$ cat src/rtl/ctrl_pkg.sv
// Shared definitions for the multi-cycle control sequencer.
// Holds opcode values, ALU function select codes and state codes.
// Also provides the memory-wait state classifier.
// Optional feature macro: STACK_OPS_EN adds the PUSH/POP state codes.
package ctrl_pkg;

    localparam int CTRL_STATE_W = 5;

    // Instruction opcodes (IR[15:11])
    localparam logic [4:0] OP_NOP  = 5'b00000;
    localparam logic [4:0] OP_LD   = 5'b00001;
    localparam logic [4:0] OP_ST   = 5'b00010;
    localparam logic [4:0] OP_ADD  = 5'b00011;
    localparam logic [4:0] OP_SUB  = 5'b00100;
    localparam logic [4:0] OP_AND  = 5'b00101;
    localparam logic [4:0] OP_OR   = 5'b00110;
    localparam logic [4:0] OP_JMP  = 5'b00111;
    localparam logic [4:0] OP_JZ   = 5'b01000;
    localparam logic [4:0] OP_PUSH = 5'b01001;
    localparam logic [4:0] OP_POP  = 5'b01010;
    localparam logic [4:0] OP_HALT = 5'b11111;

    // ALU function select
    localparam logic [2:0] FN_PASS = 3'b000;
    localparam logic [2:0] FN_ADD  = 3'b001;
    localparam logic [2:0] FN_SUB  = 3'b010;
    localparam logic [2:0] FN_AND  = 3'b011;
    localparam logic [2:0] FN_OR   = 3'b100;
    localparam logic [2:0] FN_INC  = 3'b101;
    localparam logic [2:0] FN_DEC  = 3'b110;

    // The ALU write-back step has one state per operation so that fnSel
    // stays a pure function of the state register.
    typedef enum logic [CTRL_STATE_W-1:0] {
        ST_IDLE   = 5'd0,
        ST_F0     = 5'd1,
        ST_F1     = 5'd2,
        ST_F2     = 5'd3,
        ST_F3     = 5'd4,
        ST_D      = 5'd5,
        ST_L0     = 5'd6,
        ST_L1     = 5'd7,
        ST_L2     = 5'd8,
        ST_L3     = 5'd9,
        ST_S0     = 5'd10,
        ST_S1     = 5'd11,
        ST_S2     = 5'd12,
        ST_A0     = 5'd13,
        ST_A1_ADD = 5'd14,
        ST_A1_SUB = 5'd15,
        ST_A1_AND = 5'd16,
        ST_A1_OR  = 5'd17,
        ST_J0     = 5'd18,
        ST_HALT   = 5'd19,
        ST_FAULT  = 5'd20
`ifdef STACK_OPS_EN
        ,
        ST_P0     = 5'd21,
        ST_P1     = 5'd22,
        ST_P2     = 5'd23,
        ST_P3     = 5'd24,
        ST_Q0     = 5'd25,
        ST_Q1     = 5'd26,
        ST_Q2     = 5'd27,
        ST_Q3     = 5'd28,
        ST_Q4     = 5'd29
`endif
    } state_e;

    // States that hold a memory strobe until mem_ready.
    function automatic logic is_wait_state(input state_e s);
        logic w;
        case (s)
            ST_F1, ST_L1, ST_S2: w = 1'b1;
`ifdef STACK_OPS_EN
            ST_P3, ST_Q1:        w = 1'b1;
`endif
            default:             w = 1'b0;
        endcase
        return w;
    endfunction

endpackage

$ cat src/rtl/ctrl_mem_wait.sv
// Memory wait-state watchdog: counts cycles spent waiting for mem_ready.
// Latency: timeout_o is combinational on the MEM_WAIT_MAX-th waiting cycle.
// Backpressure: none; counter clears whenever not waiting or mem_ready is seen.
// Ports: clk_i/rst_i clock and async active-high reset, wait_i = in a wait
//        state, mem_ready_i = memory completes, timeout_o = give up now.
module ctrl_mem_wait #(
    parameter int MEM_WAIT_MAX = 15
) (
    input  logic clk_i,
    input  logic rst_i,
    input  logic wait_i,
    input  logic mem_ready_i,
    output logic timeout_o
);

    localparam int CNT_W = $clog2(MEM_WAIT_MAX + 1);

    logic [CNT_W-1:0] cnt_q, cnt_d;

    // Wait states are never entered back-to-back, so clearing whenever the
    // controller is not stalled guarantees the count starts at 0 on entry.
    always_comb begin
        cnt_d = '0;
        if (wait_i && !mem_ready_i) begin
            cnt_d = cnt_q + CNT_W'(1);
        end
    end

    always_ff @(posedge clk_i or posedge rst_i) begin
        if (rst_i) begin
            cnt_q <= '0;
        end else begin
            cnt_q <= cnt_d;
        end
    end

    // cnt_q counts completed stalled cycles; this is the last permitted one.
    assign timeout_o = wait_i && !mem_ready_i &&
                       (cnt_q == CNT_W'(MEM_WAIT_MAX - 1));

endmodule

$ cat src/rtl/control_sequencer.sv
// Multi-cycle Moore controller for the 16-bit single-bus datapath.
// Latency (mem_ready=1): NOP 5, JMP 6, ALU 7, ST 8, LD 9 cycles incl. fetch.
// Backpressure: memory states hold their strobe until mem_ready; FAULT after MEM_WAIT_MAX.
// Ports: Clk/Reset (async, active-high); IR, z, mem_ready in; datapath
//        load/drive/memory strobes, fnSel, state, halted, fault out.
// Optional feature macro: STACK_OPS_EN enables PUSH (01001) and POP (01010).
module control_sequencer
    import ctrl_pkg::*;
#(
    parameter int MEM_WAIT_MAX = 15,
    parameter int STATE_W      = CTRL_STATE_W
) (
    input  logic               Clk,
    input  logic               Reset,
    input  logic [15:0]        IR,
    input  logic               z,
    input  logic               mem_ready,
    output logic [2:0]         fnSel,
    output logic               ldMAR,
    output logic               ldIR,
    output logic               ldPC,
    output logic               ldSP,
    output logic               ldMDR,
    output logic               ldReg,
    output logic               ldRegBank,
    output logic               TReg,
    output logic               TRegBank,
    output logic               TSP,
    output logic               TMAR,
    output logic               TPC,
    output logic               TMDR,
    output logic               TLabel,
    output logic               MemRead,
    output logic               MemWrite,
    output logic               IRWrite,
    output logic [STATE_W-1:0] state,
    output logic               halted,
    output logic               fault
);

    state_e     state_q, state_d;
    logic [4:0] opcode;
    logic       mem_timeout;
    logic       unused_ir;

    assign opcode    = IR[15:11];
    // Register select and immediate are consumed by the datapath only.
    assign unused_ir = ^IR[10:0];

    ctrl_mem_wait #(
        .MEM_WAIT_MAX (MEM_WAIT_MAX)
    ) u_mem_wait (
        .clk_i       (Clk),
        .rst_i       (Reset),
        .wait_i      (is_wait_state(state_q)),
        .mem_ready_i (mem_ready),
        .timeout_o   (mem_timeout)
    );

    // State register
    always_ff @(posedge Clk or posedge Reset) begin
        if (Reset) begin
            state_q <= ST_IDLE;
        end else begin
            state_q <= state_d;
        end
    end

    // Next-state logic
    always_comb begin
        state_d = state_q;
        case (state_q)
            ST_IDLE: state_d = ST_F0;
            ST_F0:   state_d = ST_F1;
            ST_F1:   if (mem_ready) state_d = ST_F2;
            ST_F2:   state_d = ST_F3;
            ST_F3:   state_d = ST_D;
            ST_D: begin
                case (opcode)
                    OP_NOP:                        state_d = ST_F0;
                    OP_LD:                         state_d = ST_L0;
                    OP_ST:                         state_d = ST_S0;
                    OP_ADD, OP_SUB, OP_AND, OP_OR: state_d = ST_A0;
                    OP_JMP:                        state_d = ST_J0;
                    OP_JZ:                         state_d = z ? ST_J0 : ST_F0;
                    OP_HALT:                       state_d = ST_HALT;
`ifdef STACK_OPS_EN
                    OP_PUSH:                       state_d = ST_P0;
                    OP_POP:                        state_d = ST_Q0;
`endif
                    default:                       state_d = ST_FAULT;
                endcase
            end
            ST_L0:   state_d = ST_L1;
            ST_L1:   if (mem_ready) state_d = ST_L2;
            ST_L2:   state_d = ST_L3;
            ST_L3:   state_d = ST_F0;
            ST_S0:   state_d = ST_S1;
            ST_S1:   state_d = ST_S2;
            ST_S2:   if (mem_ready) state_d = ST_F0;
            // IR is stable for the whole instruction, so A0 can pick the op.
            ST_A0: begin
                case (opcode)
                    OP_ADD:  state_d = ST_A1_ADD;
                    OP_SUB:  state_d = ST_A1_SUB;
                    OP_AND:  state_d = ST_A1_AND;
                    OP_OR:   state_d = ST_A1_OR;
                    default: state_d = ST_FAULT;
                endcase
            end
            ST_A1_ADD, ST_A1_SUB, ST_A1_AND, ST_A1_OR: state_d = ST_F0;
            ST_J0:    state_d = ST_F0;
`ifdef STACK_OPS_EN
            ST_P0:    state_d = ST_P1;
            ST_P1:    state_d = ST_P2;
            ST_P2:    state_d = ST_P3;
            ST_P3:    if (mem_ready) state_d = ST_F0;
            ST_Q0:    state_d = ST_Q1;
            ST_Q1:    if (mem_ready) state_d = ST_Q2;
            ST_Q2:    state_d = ST_Q3;
            ST_Q3:    state_d = ST_Q4;
            ST_Q4:    state_d = ST_F0;
`endif
            ST_HALT:  state_d = ST_HALT;
            ST_FAULT: state_d = ST_FAULT;
            default:  state_d = ST_FAULT;
        endcase
        // Only asserted in a wait state; overrides the hold above.
        if (mem_timeout) begin
            state_d = ST_FAULT;
        end
    end

    // Output decode: strictly a function of state_q
    always_comb begin
        fnSel     = FN_PASS;
        ldMAR     = 1'b0;
        ldIR      = 1'b0;
        ldPC      = 1'b0;
        ldSP      = 1'b0;
        ldMDR     = 1'b0;
        ldReg     = 1'b0;
        ldRegBank = 1'b0;
        TReg      = 1'b0;
        TRegBank  = 1'b0;
        TSP       = 1'b0;
        TMAR      = 1'b0;
        TPC       = 1'b0;
        TMDR      = 1'b0;
        TLabel    = 1'b0;
        MemRead   = 1'b0;
        MemWrite  = 1'b0;
        IRWrite   = 1'b0;
        halted    = 1'b0;
        fault     = 1'b0;
        case (state_q)
            ST_F0:     begin TPC = 1'b1; ldMAR = 1'b1; end
            ST_F1:     MemRead = 1'b1;
            ST_F2:     begin IRWrite = 1'b1; ldIR = 1'b1; end
            ST_F3:     begin TPC = 1'b1; fnSel = FN_INC; ldPC = 1'b1; end
            ST_L0:     begin TLabel = 1'b1; ldMAR = 1'b1; end
            ST_L1:     MemRead = 1'b1;
            ST_L2:     ldMDR = 1'b1;
            ST_L3:     begin TMDR = 1'b1; ldRegBank = 1'b1; end
            ST_S0:     begin TLabel = 1'b1; ldMAR = 1'b1; end
            ST_S1:     begin TRegBank = 1'b1; ldMDR = 1'b1; end
            ST_S2:     MemWrite = 1'b1;
            ST_A0:     begin TRegBank = 1'b1; ldReg = 1'b1; end
            ST_A1_ADD: begin TLabel = 1'b1; fnSel = FN_ADD; ldRegBank = 1'b1; end
            ST_A1_SUB: begin TLabel = 1'b1; fnSel = FN_SUB; ldRegBank = 1'b1; end
            ST_A1_AND: begin TLabel = 1'b1; fnSel = FN_AND; ldRegBank = 1'b1; end
            ST_A1_OR:  begin TLabel = 1'b1; fnSel = FN_OR;  ldRegBank = 1'b1; end
            ST_J0:     begin TLabel = 1'b1; fnSel = FN_PASS; ldPC = 1'b1; end
`ifdef STACK_OPS_EN
            ST_P0:     begin TSP = 1'b1; fnSel = FN_DEC; ldSP = 1'b1; end
            ST_P1:     begin TSP = 1'b1; ldMAR = 1'b1; end
            ST_P2:     begin TRegBank = 1'b1; ldMDR = 1'b1; end
            ST_P3:     MemWrite = 1'b1;
            ST_Q0:     begin TSP = 1'b1; ldMAR = 1'b1; end
            ST_Q1:     MemRead = 1'b1;
            ST_Q2:     ldMDR = 1'b1;
            ST_Q3:     begin TMDR = 1'b1; ldRegBank = 1'b1; end
            ST_Q4:     begin TSP = 1'b1; fnSel = FN_INC; ldSP = 1'b1; end
`endif
            ST_HALT:   halted = 1'b1;
            ST_FAULT:  fault = 1'b1;
            default:   ;
        endcase
    end

    assign state = STATE_W'(state_q);

endmodule

$ cat config.mk
export PLATFORM = sky130hd
export DESIGN_NAME = control_sequencer
export DESIGN_NICKNAME = d
export VERILOG_FILES = /design/src/rtl/ctrl_pkg.sv /design/src/rtl/ctrl_mem_wait.sv /design/src/rtl/control_sequencer.sv
export SDC_FILE = /design/constraint.sdc
export NUM_CORES = 1
export LEC_CHECK = 0
export CAP_MARGIN = 5
export CORE_MARGIN = 4
export CORE_UTILIZATION = 48
export CTS_CLUSTER_SIZE = 14
export DETAILED_ROUTE_END_ITERATION = 7
export HOLD_SLACK_MARGIN = 0.02
export PLACE_DENSITY = 0.86
export SLEW_MARGIN = 20
export SYNTH_ARGS = -nofsm -noshare
export SYNTH_HDL_FRONTEND = slang
export SYNTH_SLANG_ARGS = --single-unit
$ cat constraint.sdc
create_clock -name Clk -period 4.3 [get_ports Clk]
set_clock_uncertainty 0.15 [all_clocks]
set_input_delay 0.645 -clock Clk [delete_from_list [all_inputs] [get_ports Clk]]
set_output_delay 0.645 -clock Clk [all_outputs]
set_load 0.01 [all_outputs]
== Word level (Yosys, flattened, before mapping) ==
Cells that the tools add are included.
W data, S select, Z words.

* Register bits after elaboration: 9
* Output and inout port bits: 27
* Input bits: 20
* Word-level logic and storage cells: 78

* Reduce and logical (&&, ||, !) cells: 17
* Add/sub/neg operators: 1
* Eq/ne operators: 33
* Mux-type cells: 25

{| class="wikitable"
|+ Operator list
! cell !! number
|-
| $pmux W5 S14 || 1
|-
| $eq A5 B4 Y1 const B || 9
|-
| $eq A5 B3 Y1 const B || 8
|-
| $pmux W5 S7 || 1
|-
| $eq A5 B5 Y1 const B || 6
|-
| $mux W5 || 5
|-
| $eq A5 B2 Y1 const B || 4
|-
| $pmux W5 S4 || 1
|-
| $mux W1 || 15
|-
| $pmux W3 S5 || 1
|-
| $reduce_or A7 Y1 || 2
|-
| $eq A5 B1 Y1 const B || 2
|-
| $logic_not A5 Y1 || 2
|-
| $reduce_or A2 Y1 || 5
|-
| $ne A3 B3 Y1 const B || 3
|-
| $reduce_or A3 Y1 || 2
|-
| $reduce_or A5 Y1 || 1
|-
| $add A4 B1 Y4 const B || 1
|-
| $eq A4 B4 Y1 const B || 1
|-
| $mux W4 || 1
|-
| $reduce_or A4 Y1 || 1
|-
| $reduce_and A3 Y1 || 1
|-
| $logic_and A1 B1 Y1 || 2
|-
| $logic_not A1 Y1 || 1
|}

== Depth between registers and ports, before layout ==
Gate-level depths: netlist of run 1.

* Depth after elaboration: 7
* Depth in mapped cells: 7
* Mapped depth without buffers: 5

== By module ==
Synthesis of run 1 repeated with hierarchy kept, for this count alone.

* Cell total of the unflattened synthesis: 178
* Area, all modules: 1311.3 µm²

{| class="wikitable"
|+ By module, submodules not included
! module !! area an instance (µm²) !! cells an instance !! sequential area each (µm²) !! times used
|-
| control_sequencer || 1111.1 || 159 || 125.1 || 1
|-
| ctrl_mem_wait || 200.2 || 19 || 100.1 || 1
|}

== Worst setup path after synthesis of run 1 ==
No wires, ideal clock.

* Kind: reg2out
* Start point: register state_q[0], in the netlist state[0]
* End point: output port ldRegBank
* Data arrival time: 1.451 ns
* Cell stages (with the launch flop): 6
* Slack: 2.054 ns
* Data required time: 3.505 ns
* Buffers on the path: 2
* Cell sequence: dfrtp_1 buf_4 buf_2 nor2b_1 mux2i_1 o32ai_1

* Word-level cells in the longest chain between the ends: 3
* Elaborated cells on any way between the ends: 7
* Classes of those cells: eq/ne: 5; mux: 1; reduce/logical: 1

{| class="wikitable"
|+ RTL lines
! what !! line !! text
|-
| from (decl) || control_sequencer.sv:41 || <nowiki>state_e state_q, state_d;</nowiki>
|-
| from (signal assigned) || control_sequencer.sv:65 || <nowiki>state_q <= state_d;</nowiki>
|-
| $eq A5 B4 Y1 or $eq A5 B5 Y1 (tied branches) || control_sequencer.sv:156 || <nowiki>case (state_q)</nowiki>
|-
| $reduce_or A5 Y1 (no line) (*) || - ||
|-
| $mux W1 (*) || control_sequencer.sv:156 ||
|-
| to (decl) || control_sequencer.sv:25 || <nowiki>output logic ldRegBank,</nowiki>
|}

Mark *: on every way between the ends. The rest lies on a longest branch, timed or not.

== Worst setup path in the final report of run 1 ==
* Start point: register state_q[2], in the netlist state[2]
* End point: output port TLabel

* Word-level cells in the longest chain between the ends: 3
* Elaborated cells on any way between the ends: 9
* Classes of those cells: eq/ne: 7; mux: 1; reduce/logical: 1

{| class="wikitable"
|+ RTL lines
! what !! line !! text
|-
| $eq A5 B5 Y1, or another cell as far along || control_sequencer.sv:156 ||
|-
| $reduce_or A7 Y1 (no line) (*) || - ||
|-
| $mux W1 (*) || control_sequencer.sv:156 ||
|-
| to (decl) || control_sequencer.sv:32 || <nowiki>output logic TLabel,</nowiki>
|}

Marks and branches as above.

==> results of run 1 <==
-- Yosys cell counts (2+ instances only) --
master and number:
sky130_fd_sc_hd__nand3b_1 2, sky130_fd_sc_hd__ha_1 2, sky130_fd_sc_hd__xnor2_1 2, sky130_fd_sc_hd__nand2b_1 2
sky130_fd_sc_hd__nand3_1 7, sky130_fd_sc_hd__and2_1 2, sky130_fd_sc_hd__a22oi_1 2, sky130_fd_sc_hd__a211oi_1 2
sky130_fd_sc_hd__nor2_1 16, sky130_fd_sc_hd__o22a_1 2, sky130_fd_sc_hd__o32ai_1 2, sky130_fd_sc_hd__nor3b_2 2
sky130_fd_sc_hd__nand2b_4 2, sky130_fd_sc_hd__nand2_1 16, sky130_fd_sc_hd__nor2b_1 3, sky130_fd_sc_hd__xor2_1 5
sky130_fd_sc_hd__a31oi_1 3, sky130_fd_sc_hd__or2_1 2, sky130_fd_sc_hd__buf_1 2, sky130_fd_sc_hd__buf_4 7
sky130_fd_sc_hd__mux2i_1 3, sky130_fd_sc_hd__and3_1 5, sky130_fd_sc_hd__dfrtp_1 9, sky130_fd_sc_hd__o211ai_2 2
sky130_fd_sc_hd__nor3_1 5, sky130_fd_sc_hd__o21ai_1 2, sky130_fd_sc_hd__a21oi_1 6, sky130_fd_sc_hd__inv_1 7
sky130_fd_sc_hd__o22ai_1 2, sky130_fd_sc_hd__buf_2 9, sky130_fd_sc_hd__nor4_1 3, sky130_fd_sc_hd__or3b_1 2
sky130_fd_sc_hd__o211ai_1 3, sky130_fd_sc_hd__o21ai_0 9
-- worst max-delay path by stage --
stage	from	endpoint	slack (ns)
floorplan	state[0]	ldRegBank	2.05
global placement	state[2]	TLabel	1.39
detailed placement	state[2]	TLabel	1.36
CTS	state[2]	TLabel	1.03
global route	state[3]	MemWrite	0.84
finish	state[2]	TLabel	1.02
-- registers in the layout (all words and copies together) (netlist names) --
| register | flops |
|---|---|
| state | 5 |
| u_mem_wait.cnt_q | 4 |
-- metal layers --
layer / vias up / wire [um]
met1: 609 / 1390
met4: 0 / 31
li1: 650 / -
met2: 59 / 1600
met5: - / 0
met3: 2 / 186
-- worst reg2reg max path, delay by kind of cell, from the launching register on --
| kind | cells | cell delay (ns) |
|---|---|---|
| DFF | 1 | 0.87 |
| and+or+nand+nor | 2 | 0.61 |
| AOI/OAI and AO/OA | 3 | 0.51 |
-- area by class of cell --
class,count,area (um2)
fillers,248,956
multi-input cells,139,892
repair buffers,31,310
flip-flops and latches,9,225
well taps,30,37.5
inverters,8,30.0
clock buffers,4,26.3
-- stage by stage --
step,worst slack (ns),util (%),cell area [um2]
after detailed placement,1.36,60.4,1500
final,1.02,61.4,1520
after floorplan,2.05,-,1260
after global placement,1.39,60.4,1500
after global routing,0.840,61.4,1520
after CTS,1.03,61.4,1520
-- cell families (layout without fill, tap and decap cells) --
kind of cell    after synthesis  count (layout)  share of synthesized area, %
xor+xnor                      7               7                          4.90
other cells                   1               4                         0.299
mux                           3               3                          2.40
flops                         9               9                          18.0
buf+inv                      27              43                          11.7
compound gates               46              46                          25.9
simple gates                 76              76                          34.1
fa+ha+maj                     3               3                          2.80
-- power breakdown --
| group | internal, uW | switching (uW) |
|---|---|---|
| Sequential | 84.6 | 0 |
| Combinational | 13.3 | 17.6 |
| Clock | 35.9 | 32.9 |
| Total | 134 | 50.5 |
==> results.txt, run 1 <==
The die footprint is 3490 um2. The setup fix buffers added after clock tree synthesis came out at 0. The root buffer selected by CTS is sky130_fd_sc_hd__clkbuf_4.

The total DRC errors in the routed layout came out at 0. In this run, the number of DRC markers left after iteration 0 of detailed routing was 87. The number of synthesized register bits came out at 9. The number of cells produced by synthesis came out at 172. The cell area after synthesis came out at 1250 um2. The worst supply voltage drop on vdd came out at 121 uV.

The total number of clock tree sinks came out at 9. The final sum of negative setup slack came out at 0 ns. The number of buffers inserted during clock tree synthesis came out at 3.

The routed via count came out at 1320. After clock tree synthesis, the clock-pin slew on the worst setup and hold paths is 0.07 ns. The number of global-route vias before repair came out at 1138. The fraction of met3 tracks used by global routing came out at 2.18%.

The share of the synthesized area in the top cell type is 18.0%. Setup violations remaining at the end of the flow were counted as 0. Dividing the final minimum period by the clock period gives 76.3%. The number of I/O port buffers came out at 31. The part of the Yosys area used for sequential elements came out at 18.0%.

At the worst endpoint, the required time is 3.50 ns. The worst hold path terminates at u_mem_wait.cnt_q[0]. The post-CTS resize count came out at 0. In the post-synthesis netlist, the biggest area contributors are sky130_fd_sc_hd__dfrtp_1 (18%), sky130_fd_sc_hd__nand2_1 (4.8%), sky130_fd_sc_hd__nor2_1 (4.8%).

The maximum achievable frequency is 0.305 GHz. The worst hold path stage count is 1. The total number of nets in the final design came out at 214.

The largest net degree at the start of global routing is 27. Traced cell by cell, the critical path runs through inv_1 > maj3_1 > o22ai_1 > clkdlybuf4s50_1. For this block, the routed nets add up to 3210 um of wire.

The reg-to-reg setup timing slack came out at 2.05 ns. The largest stage delay on the critical path is 0.79 ns. The total stage count of the critical path came out at 4. The overflow left after global routing is 0. On the critical path the largest part of the delay comes from buffers and inverters. The ratio of routed vias to standard cells came out at 5.97.

Leaving out fill and tap cells, the most frequent cells in the layout are sky130_fd_sc_hd__clkdlybuf4s50_1 (31), sky130_fd_sc_hd__nand2_1 (16), sky130_fd_sc_hd__nor2_1 (16). Global routing consumed, over all layers together, 19.3% of the routing resources. The sum of buffers and inverters on the critical path is 2. For this design, the slowest cell found on the critical path is sky130_fd_sc_hd__dfrtp_1. The leading cell type in the layout, fill and taps excluded is sky130_fd_sc_hd__clkdlybuf4s50_1. The detail-routed net length per standard cell is 14.5 um. Of all cell types, the one taking the most synthesized area is sky130_fd_sc_hd__dfrtp_1. The wire length of the first global-routing pass came out at 5290 um. The floorplan die width is 59.1 um. The total iterations of the first detailed-routing run is 4. After global routing, the most crowded layer is met2.

The tightest min-delay check is of the reg2reg type. The startpoint identified for the worst hold timing path is u_mem_wait.cnt_q[0]. The netlist uses 56 different library cells. The endpoint of the worst register-to-register path is state[2]. TritonCTS built the clock tree.

In the synthesized netlist the dominant register cell turns out to be sky130_fd_sc_hd__dfrtp_1. The total of max-cap violations is 0. The total count of max-transition violations in the final report came out at 0. The share of layout cells above drive strength 1 is 6.81%. The type of origin of the critical path is a flop. The startpoint of the most critical register-to-register path is state[3].

The final weighted congestion in routability-driven placement is 0.853. Counting tap cells, the placed design contains a total of 217 instances. The worst hold slack across all endpoints is 0.353 ns. The floorplan step defined a core boundary enclosing 2480 um2. The hold buffer count at cts came out at 0. At the pin with the least slew margin, the transition time is 0.805 ns. Yosys mapped a number of flops with a built-in enable equal to 0. The floorplan step set the die height to 59.1 um. The met2 layer usage reported by global route came out at 33.0%. The post-layout total power came out at 184 uW. The worst setup path is captured at an output port. The antenna diode instance count is 0. Measured in cells, the most critical reg-to-reg path has a length of 5. The layout-stage area growth over the synthesis result is 21.5%. Setup repair after global routing left no endpoint under its margin. The flow ran to the end, and the final reports show no timing, DRC or antenna violations. Once detailed placement completed, the half-perimeter wirelength came to 2360 um. The mean instance size in the synthesized netlist came out at 7.28 um2.

The number of buffers on the longest clock path is 2. Of all flip-flops after synthesis, the portion carrying an async set or reset was 100%. The total number of H-tree levels is 1. Of all nets on the critical path, the largest fanout is 21. Counting I/O delays and the setup requirement, the final critical path takes 3.28 ns. The row count is 18. The initial antenna violation count came to 0. The met1 capacity usage during global routing is 25.3%. The leakage power total is 0.000593 uW. The initial cell density of the core came out at 50.6%. Pin placement for this block handled 47 I/O pins. The later-pin clock latency in the skew report came out at 0.27 ns. Once detail routing completed, the nets flagged for antenna violations numbered 0. Measured against its own limit, the worst slew margin works out to 46.3%. The data arrival time of the critical path is 2.49 ns. The category of the critical setup timing path is reg2out.

The total power per unit cell area came out at 121 nW/um2. The synthesis warning total is 0. The number of cells in the finished layout apart from fillers is 221.

The final-report hold violation count was 0.
No activity file was read; power rests on OpenSTA's default activity.
==> inputs of run 2 (changes only) <==
--- a/config.mk
+++ b/config.mk
@@ -7,11 +7,11 @@
 export LEC_CHECK = 0
 export CAP_MARGIN = 5
 export CORE_MARGIN = 4
-export CORE_UTILIZATION = 48
+export CORE_UTILIZATION = 45
 export CTS_CLUSTER_SIZE = 14
 export DETAILED_ROUTE_END_ITERATION = 7
 export HOLD_SLACK_MARGIN = 0.02
-export PLACE_DENSITY = 0.86
+export PLACE_DENSITY = 0.81
 export SLEW_MARGIN = 20
 export SYNTH_ARGS = -nofsm -noshare
 export SYNTH_HDL_FRONTEND = slang
==> constraint.sdc (replaced) <==
create_clock -name Clk -period 3.3 [get_ports Clk]
set_clock_uncertainty 0.15 [all_clocks]
set_input_delay 0.495 -clock Clk [delete_from_list [all_inputs] [get_ports Clk]]
set_output_delay 0.495 -clock Clk [all_outputs]
set_load 0.01 [all_outputs]
==> results.txt, run 2 (synthesis gave the netlist of run 1 again) <==
The flow ran to the end, and the final reports show no timing, DRC or antenna violations. The worst register-to-register path ends at state[2]. The worst hold path stage count is 1 (unchanged).

The layout filler cell count is 245 (-1.2%). The startpoint of the most critical register-to-register path is state[3]. The number of cells in the finished layout apart from fillers is 224 (+1.4%). The clock period minus worst slack came out at 2.94 ns. The routed via count is 1384 (+4.8%). The number of cells on the worst reg-to-reg path is 6 (+1). The clock-pin slew reported for the worst setup and hold paths after clock tree synthesis came out at 0.06 ns (about the same). The total instance count after detailed placement came out at 220 (+1.4%). The final sum of negative setup slack was 0 ns (unchanged). The worst hold path terminates at u_mem_wait.cnt_q[0].

The reg-to-reg setup timing slack came out at 1.05 ns (-1.00 ns). The largest net degree at the start of global routing came to 25 (-7.4%). The transition time of the tightest slew-check pin came out at 0.747 ns (-0.0584 ns). The share of total power in sequential cells came out at 47.2% (+1.3 points). The post-CTS resize count came out at 0 (unchanged). The critical-path maximum fanout is 24 (+14%). The number of global-route vias before repair came to 1267 (+11%). The total number of nets in the final design came out at 217 (+1.4%).

The type of origin of the critical path is a flop. The hold buffer count at cts is 0 (unchanged). The floorplan die width came out at 60.8 um (+2.8%). The detail-routed net length per standard cell came out at 14.7 um (+1.2%). The net switching power figure came out at 59.5 uW (+18%). The worst min-delay path startpoint is u_mem_wait.cnt_q[0].

The number of nets with antenna violations after detailed routing is 0 (unchanged). The setup fix buffers added after clock tree synthesis came out at 0 (unchanged). The later-pin clock latency in the skew report came out at 0.25 ns (-0.02 ns). The number of I/O port buffers came out at 31 (unchanged).

The clock share of power came to 35.4% (-1.9 points). The number of placed I/O pins is 47 (unchanged). The total count of max-transition violations in the final report was 0 (unchanged). The final weighted congestion in routability-driven placement is 0.847 (-0.74%). The flip-flop count of the largest register, all copies and words added was 5 (unchanged). The antenna diode instance count is 0 (unchanged). The pre-CTS worst setup slack came out at 0.690 ns (-0.666 ns). Setup repair after global routing left no endpoint under its margin. On the critical path the largest part of the delay comes from flip-flops. The area taken by flip-flops and latches was 225 um2 (unchanged). The total power per unit cell area is 151 nW/um2 (+25%). The worst setup path is captured at an output port. The largest individual stage delay along the critical path comes from the cell sky130_fd_sc_hd__dfrtp_1. The total length of routed wires is 3290 um (+2.6%).

The total DRC errors in the routed layout is 0 (unchanged). The worst supply voltage drop on vdd came out at 161 uV (+33%). Leaving out fill and tap cells, the most frequent cell in the layout is sky130_fd_sc_hd__clkdlybuf4s50_1.

The internal cell power came out at 174 uW (+30%). From synthesis to final layout, the design area changed by 23.3%. The sum of buffers and inverters on the critical path came to 1 (-1).

The number of buffers on the longest clock path was 2 (unchanged). The leakage power total came out at 0.000608 uW (+2.5%). The clock tree from TritonCTS is done. The relative slew slack is 50.2% (+3.9 points).

The total number of H-tree levels is 1 (unchanged). The combinational share of power is 17.4% (+0.6 points). The row count is 18 (unchanged). The die footprint is 3690 um2 (+5.8%). The detailed-placement wirelength estimate is 2490 um (+5.4%). The final period utilization is 89.2%.

The setup-violating endpoint count in the final report is 0 (unchanged). The number of buffers inserted during clock tree synthesis is 3 (unchanged). The die outline height is 60.8 um (+2.8%).

The largest stage delay on the critical path is 0.82 ns (+0.03 ns). The library cells used most frequently in the layout, excluding fill and tap cells, are sky130_fd_sc_hd__clkdlybuf4s50_1 (31), sky130_fd_sc_hd__nand2_1 (16), sky130_fd_sc_hd__nor2_1 (16). By startpoint and endpoint, the worst setup path is classified as reg2out. The total iterations of the first detailed-routing run is 4 (unchanged). The wire length of the first global-routing pass came out at 5220 um (-1.3%). The data required time at the worst endpoint is 2.65 ns (-0.85 ns).

The initial cell density of the core came out at 48.8% (-1.8 points). The ratio of routed vias to standard cells came out at 6.18 (+3.4%). The share of layout cells above drive strength 1 is 8.25% (+1.4 points). Derived from the worst setup path, the maximum achievable clock frequency is 0.340 GHz. The total of max-cap violations was 0 (unchanged).

The multi-input combinational cell area was 892 um2 (unchanged). The overflow left after global routing came out at 0 (unchanged). The number of violations reported at the end of detailed-routing iteration 0 is 92 (+5.7%).

The initial antenna violation count is 0 (unchanged). In this run the clock root is driven by a sky130_fd_sc_hd__clkbuf_4. The total number of clock tree sinks came to 9 (unchanged). The placeable core region is 2570 um2 (+3.6%). The data arrival time of the critical path came out at 2.30 ns (-0.19 ns).

The path class of the lowest-slack min-delay path is reg2reg. The minimum setup slack in the final design came out at 0.356 ns (-0.664 ns). The total global-route track usage came out at 17.8% (-1.5 points).

The final-report hold violation count came out at 0 (unchanged). The net switching share of the total power is 25.5% (-1.9 points). Traced cell by cell, the critical path runs through nor2b_1 > nand2_1 > o21ai_0 > a22oi_1 > nor2_1 > clkdlybuf4s50_1.
==> run 2: changes by cell type in the layout (fill, tap and decap cells not counted) <==
cell | before | now
sky130_fd_sc_hd__buf_4 | 0 | 3
==> run 2: worst max path at each step <==
stage                     startpoint   endpoint  depth (start not counted)
after floorplan             state[0]  ldRegBank                          5
after global placement      state[1]      ldMAR                          6
after detailed placement    state[1]      ldMAR                          6
after CTS                   state[1]      ldMAR                          6
after global routing        state[1]      ldMAR                          6
final                       state[1]      ldMAR                          6
==> run 2: power by group through the flow <==
| stage | logic, uW | clock network, uW | registers [uW] |
|---|---|---|---|
| 6_report | 40.7 | 82.6 | 110 |
| 5_1_grt | 45.0 | 90.6 | 110 |
| 3_3_place_gp | 38.8 | 0 | 112 |
| 2_1_floorplan | 30.3 | 0 | 112 |
| 3_5_place_dp | 40.4 | 0 | 112 |
| 4_1_cts | 40.5 | 85.5 | 110 |
==> run 2: area by class of cell <==
cell class,count,area share [%]
Multi-Input combinational cell,139,57.8
Timing Repair Buffer,34,21.6
Sequential cell,9,14.6
Tap cell,30,2.43
Inverter,8,1.94
Clock buffer,4,1.70
==> run 2: layer usage <==
metal | global-route usage, % | routed length (um)
met1 | 21.8 | 1340
met2 | 33.6 | 1690
met3 | 1.70 | 265
met4 | 3.41 | 0
met5 | 0 | 0
==> run 2: per-stage QoR <==
step | util (%) | power, uW | cell area (um2) | hold WS [ns]
after floorplan | - | 143 | 1260 | 0.173
after global placement | 59.1 | 151 | 1520 | 0.318
after detailed placement | 59.1 | 153 | 1520 | 0.324
after CTS | 60.1 | 236 | 1540 | 0.332
after global routing | 60.1 | 246 | 1540 | 0.350
final | 60.1 | 234 | 1540 | 0.329
==> inputs of run 3 (changes only) <==
--- a/config.mk
+++ b/config.mk
@@ -7,11 +7,11 @@
 export LEC_CHECK = 0
 export CAP_MARGIN = 5
 export CORE_MARGIN = 4
-export CORE_UTILIZATION = 45
+export CORE_UTILIZATION = 40
 export CTS_CLUSTER_SIZE = 14
 export DETAILED_ROUTE_END_ITERATION = 7
 export HOLD_SLACK_MARGIN = 0.02
-export PLACE_DENSITY = 0.81
+export PLACE_DENSITY = 0.76
 export SLEW_MARGIN = 20
 export SYNTH_ARGS = -nofsm -noshare
 export SYNTH_HDL_FRONTEND = slang
==> constraint.sdc (replaced) <==
create_clock -name Clk -period 2.4 [get_ports Clk]
set_clock_uncertainty 0.15 [all_clocks]
set_input_delay 0.36 -clock Clk [delete_from_list [all_inputs] [get_ports Clk]]
set_output_delay 0.36 -clock Clk [all_outputs]
set_load 0.01 [all_outputs]
==> results.txt, run 3 (synthesis gave the netlist of run 1 again) <==
The die outline height came out at 64.0 um (+5.3%). The tree is rooted in a sky130_fd_sc_hd__clkbuf_4. The met2 layer usage reported by global route is 28.5% (-5.1 points).

Walking the worst path, the cells encountered are buf_4 > and2b_2 > a22oi_1 > nor2_1 > clkdlybuf4s50_1. The number of cells in the finished layout apart from fillers is 265 (+18%). met2 is the most crowded layer. The row count came out at 20 (+2).

The die footprint came out at 4090 um2 (+11%). The number of buffers on the longest clock path is 2 (unchanged). The number of violations reported at the end of detailed-routing iteration 0 came to 66 (-28%). The routed via count is 1453 (+5.0%).

The data required time at the worst endpoint is 1.89 ns (-0.76 ns). The detailed-placement wirelength estimate came out at 2610 um (+4.9%). The number of buffers inserted during clock tree synthesis is 3 (unchanged). The total stage count of the critical path is 5 (-1). The largest net degree at the start of global routing is 14 (-44%). The placement-stage cell area came to 1660 um2 (+9.1%).

The worst hold slack across all endpoints is 0.211 ns (-0.118 ns). The total instance count after detailed placement came out at 250 (+14%). The run finished with clean final reports. The total global-route track usage is 16.1% (-1.6 points).

The largest stage delay on the critical path came out at 0.54 ns (-0.28 ns). The initial cell density of the core is 41.4% (-7.4 points). The post-route standard cell area excluding fillers was 1820 um2 (+18%).

The share of layout cells above drive strength 1 was 24.4% (+16 points). The total iterations of the first detailed-routing run is 4 (unchanged). The worst setup path is captured at an output port. The met1 capacity usage during global routing is 20.7% (-1.1 points). The maximum achievable frequency came out at 0.422 GHz. The fraction of met3 tracks used by global routing is 1.76% (+0.055 points). The total length of routed wires came out at 3560 um (+8.0%). The final-report hold violation count was 0 (unchanged). The clock-pin slew reported for the worst setup and hold paths after clock tree synthesis is 0.06 ns (about the same). The sum of buffers and inverters on the critical path is 2 (+1).

The final period utilization is 98.7%. The floorplan die width came to 64.0 um (+5.3%). The reg-to-reg setup timing slack came out at 0.35 ns (-0.70 ns). By startpoint and endpoint, the worst setup path is classified as reg2out. The total power per unit cell area is 178 nW/um2 (+18%). The pre-CTS worst setup slack came out at 0.145 ns (-0.544 ns).

For this design, the slowest cell found on the critical path is sky130_fd_sc_hd__clkdlybuf4s50_1. The minimum setup slack in the final design was 0.0303 ns (-0.325 ns). The leakage power total is 0.000917 uW (+51%). The leading cell type in the layout, fill and taps excluded is sky130_fd_sc_hd__buf_4.

The detail-routed net length per standard cell came out at 13.4 um (-8.7%). The worst supply voltage drop on vdd was 178 uV (+11%). The layout filler cell count came out at 252 (+2.9%). The final weighted congestion in routability-driven placement came out at 0.853 (+0.80%). The total number of H-tree levels came out at 1 (unchanged). The worst register-to-register path ends at state[2]. The antenna diode instance count is 0 (unchanged). Setup repair after global routing could not meet its margin everywhere. The total count of max-transition violations in the final report is 0 (unchanged).

The flip-flop count of the largest register, all copies and words added was 5 (unchanged). The number of nets with antenna violations after detailed routing came to 0 (unchanged). TritonCTS built the clock tree. The layout-stage area growth over the synthesis result came out at 45.5%.

The critical-path maximum fanout is 8 (-67%). The startpoint identified for the worst register-to-register timing path is state[1]. The wire length of the first global-routing pass came to 5540 um (+6.1%). The ratio of routed vias to standard cells is 5.48 (-11%). The total of max-cap violations is 0 (unchanged). The number of I/O port buffers is 31 (unchanged).

The initial antenna violation count came out at 0 (unchanged). The total number of nets in the final design came out at 244 (+12%). The total number of clock tree sinks came out at 9 (unchanged).

The total DRC errors in the routed layout came out at 0 (unchanged). The number of global-route vias before repair came to 1257 (-0.79%). The number of cells on the worst reg-to-reg path is 6 (unchanged). The path class of the lowest-slack min-delay path is in2async.

The kind of cell with the highest combined delay along the critical path is buffers and inverters. The placeable core region is 3030 um2 (+18%). The type of origin of the critical path is a flop. The number of placed I/O pins is 47 (unchanged).

The data arrival time of the critical path is 1.86 ns (-0.44 ns). The overflow left after global routing came out at 0 (unchanged). The final sum of negative setup slack came out at 0 ns (unchanged). The routed design could run at a clock period as short as 2.37 ns. The setup-violating endpoint count in the final report is 0 (unchanged).

Leaving out fill and tap cells, the most frequent cells in the layout are sky130_fd_sc_hd__buf_4 (28), sky130_fd_sc_hd__clkdlybuf4s50_1 (20), sky130_fd_sc_hd__nand2_1 (16). The later-pin clock latency in the skew report is 0.25 ns (about the same).
-- run 3: cell count changes in the layout (fill, tap and decap cells not counted), moves of 2 or more --
cell	change
sky130_fd_sc_hd__nor4_1	-2
sky130_fd_sc_hd__dfrtp_1	-5
sky130_fd_sc_hd__clkdlybuf4s50_1	-11
sky130_fd_sc_hd__dlymetal6s2s_1	+10
sky130_fd_sc_hd__dfrtp_2	+5
sky130_fd_sc_hd__nor4_2	+2
sky130_fd_sc_hd__buf_4	+25
-- run 3: per-stage QoR --
stage,power (uW),utilization [%]
finish,325,60.2
global route,352,60.2
CTS,330,56.0
detailed placement,216,54.7
global placement,215,54.7
floorplan,196,-
-- run 3: routing by layer --
metal  routed length [um]  share of wire (%)  vias to the layer above
met2                 1800                 51                       60
met1                 1550                 44                      678
met4                    0                  0                        0
met5                    0                  0                        -
li1                     -                  -                      715
met3                  207                5.8                        0
-- run 3: worst reg2reg max path: stages, from the launching register on --
cell and delay, ns:
sky130_fd_sc_hd__dfrtp_2 0.48, sky130_fd_sc_hd__buf_4 0.21, sky130_fd_sc_hd__or3b_1 0.40, sky130_fd_sc_hd__a21oi_2 0.19
sky130_fd_sc_hd__o211ai_2 0.16, sky130_fd_sc_hd__nand2b_4 0.18, sky130_fd_sc_hd__o32a_1 0.17
-- run 3: timing repair --
item	in CTS	in global routing
gates resized for setup	8	15
buffers inserted	0	11
hold buffers	0	0
pin swaps	0	0
setup endpoints to repair	13	14
-- run 3: area by class of cell --
type	instances	area (um2)	share of cell area (%)
clock buffers	4	26.3	1.44
inverters	8	30.0	1.65
multi-input cells	139	918	50.4
flip-flops and latches	9	231	12.7
well taps	44	55.1	3.02
repair buffers	61	561	30.8
-- run 3: power by group --
| group | internal (uW) | switching, uW |
|---|---|---|
| sequential | 152 | 0 |
| combinational | 29.2 | 32.9 |
| clock | 63.7 | 47.4 |
-- run 3: worst max path at each step --
stage	endpoint	from
2_1_floorplan	ldRegBank	state[0]
3_3_place_gp	MemWrite	state[1]
3_5_place_dp	MemWrite	state[1]
4_1_cts	ldMAR	state[3]
5_1_grt	ldMAR	state[1]
6_report	ldMAR	state[3]
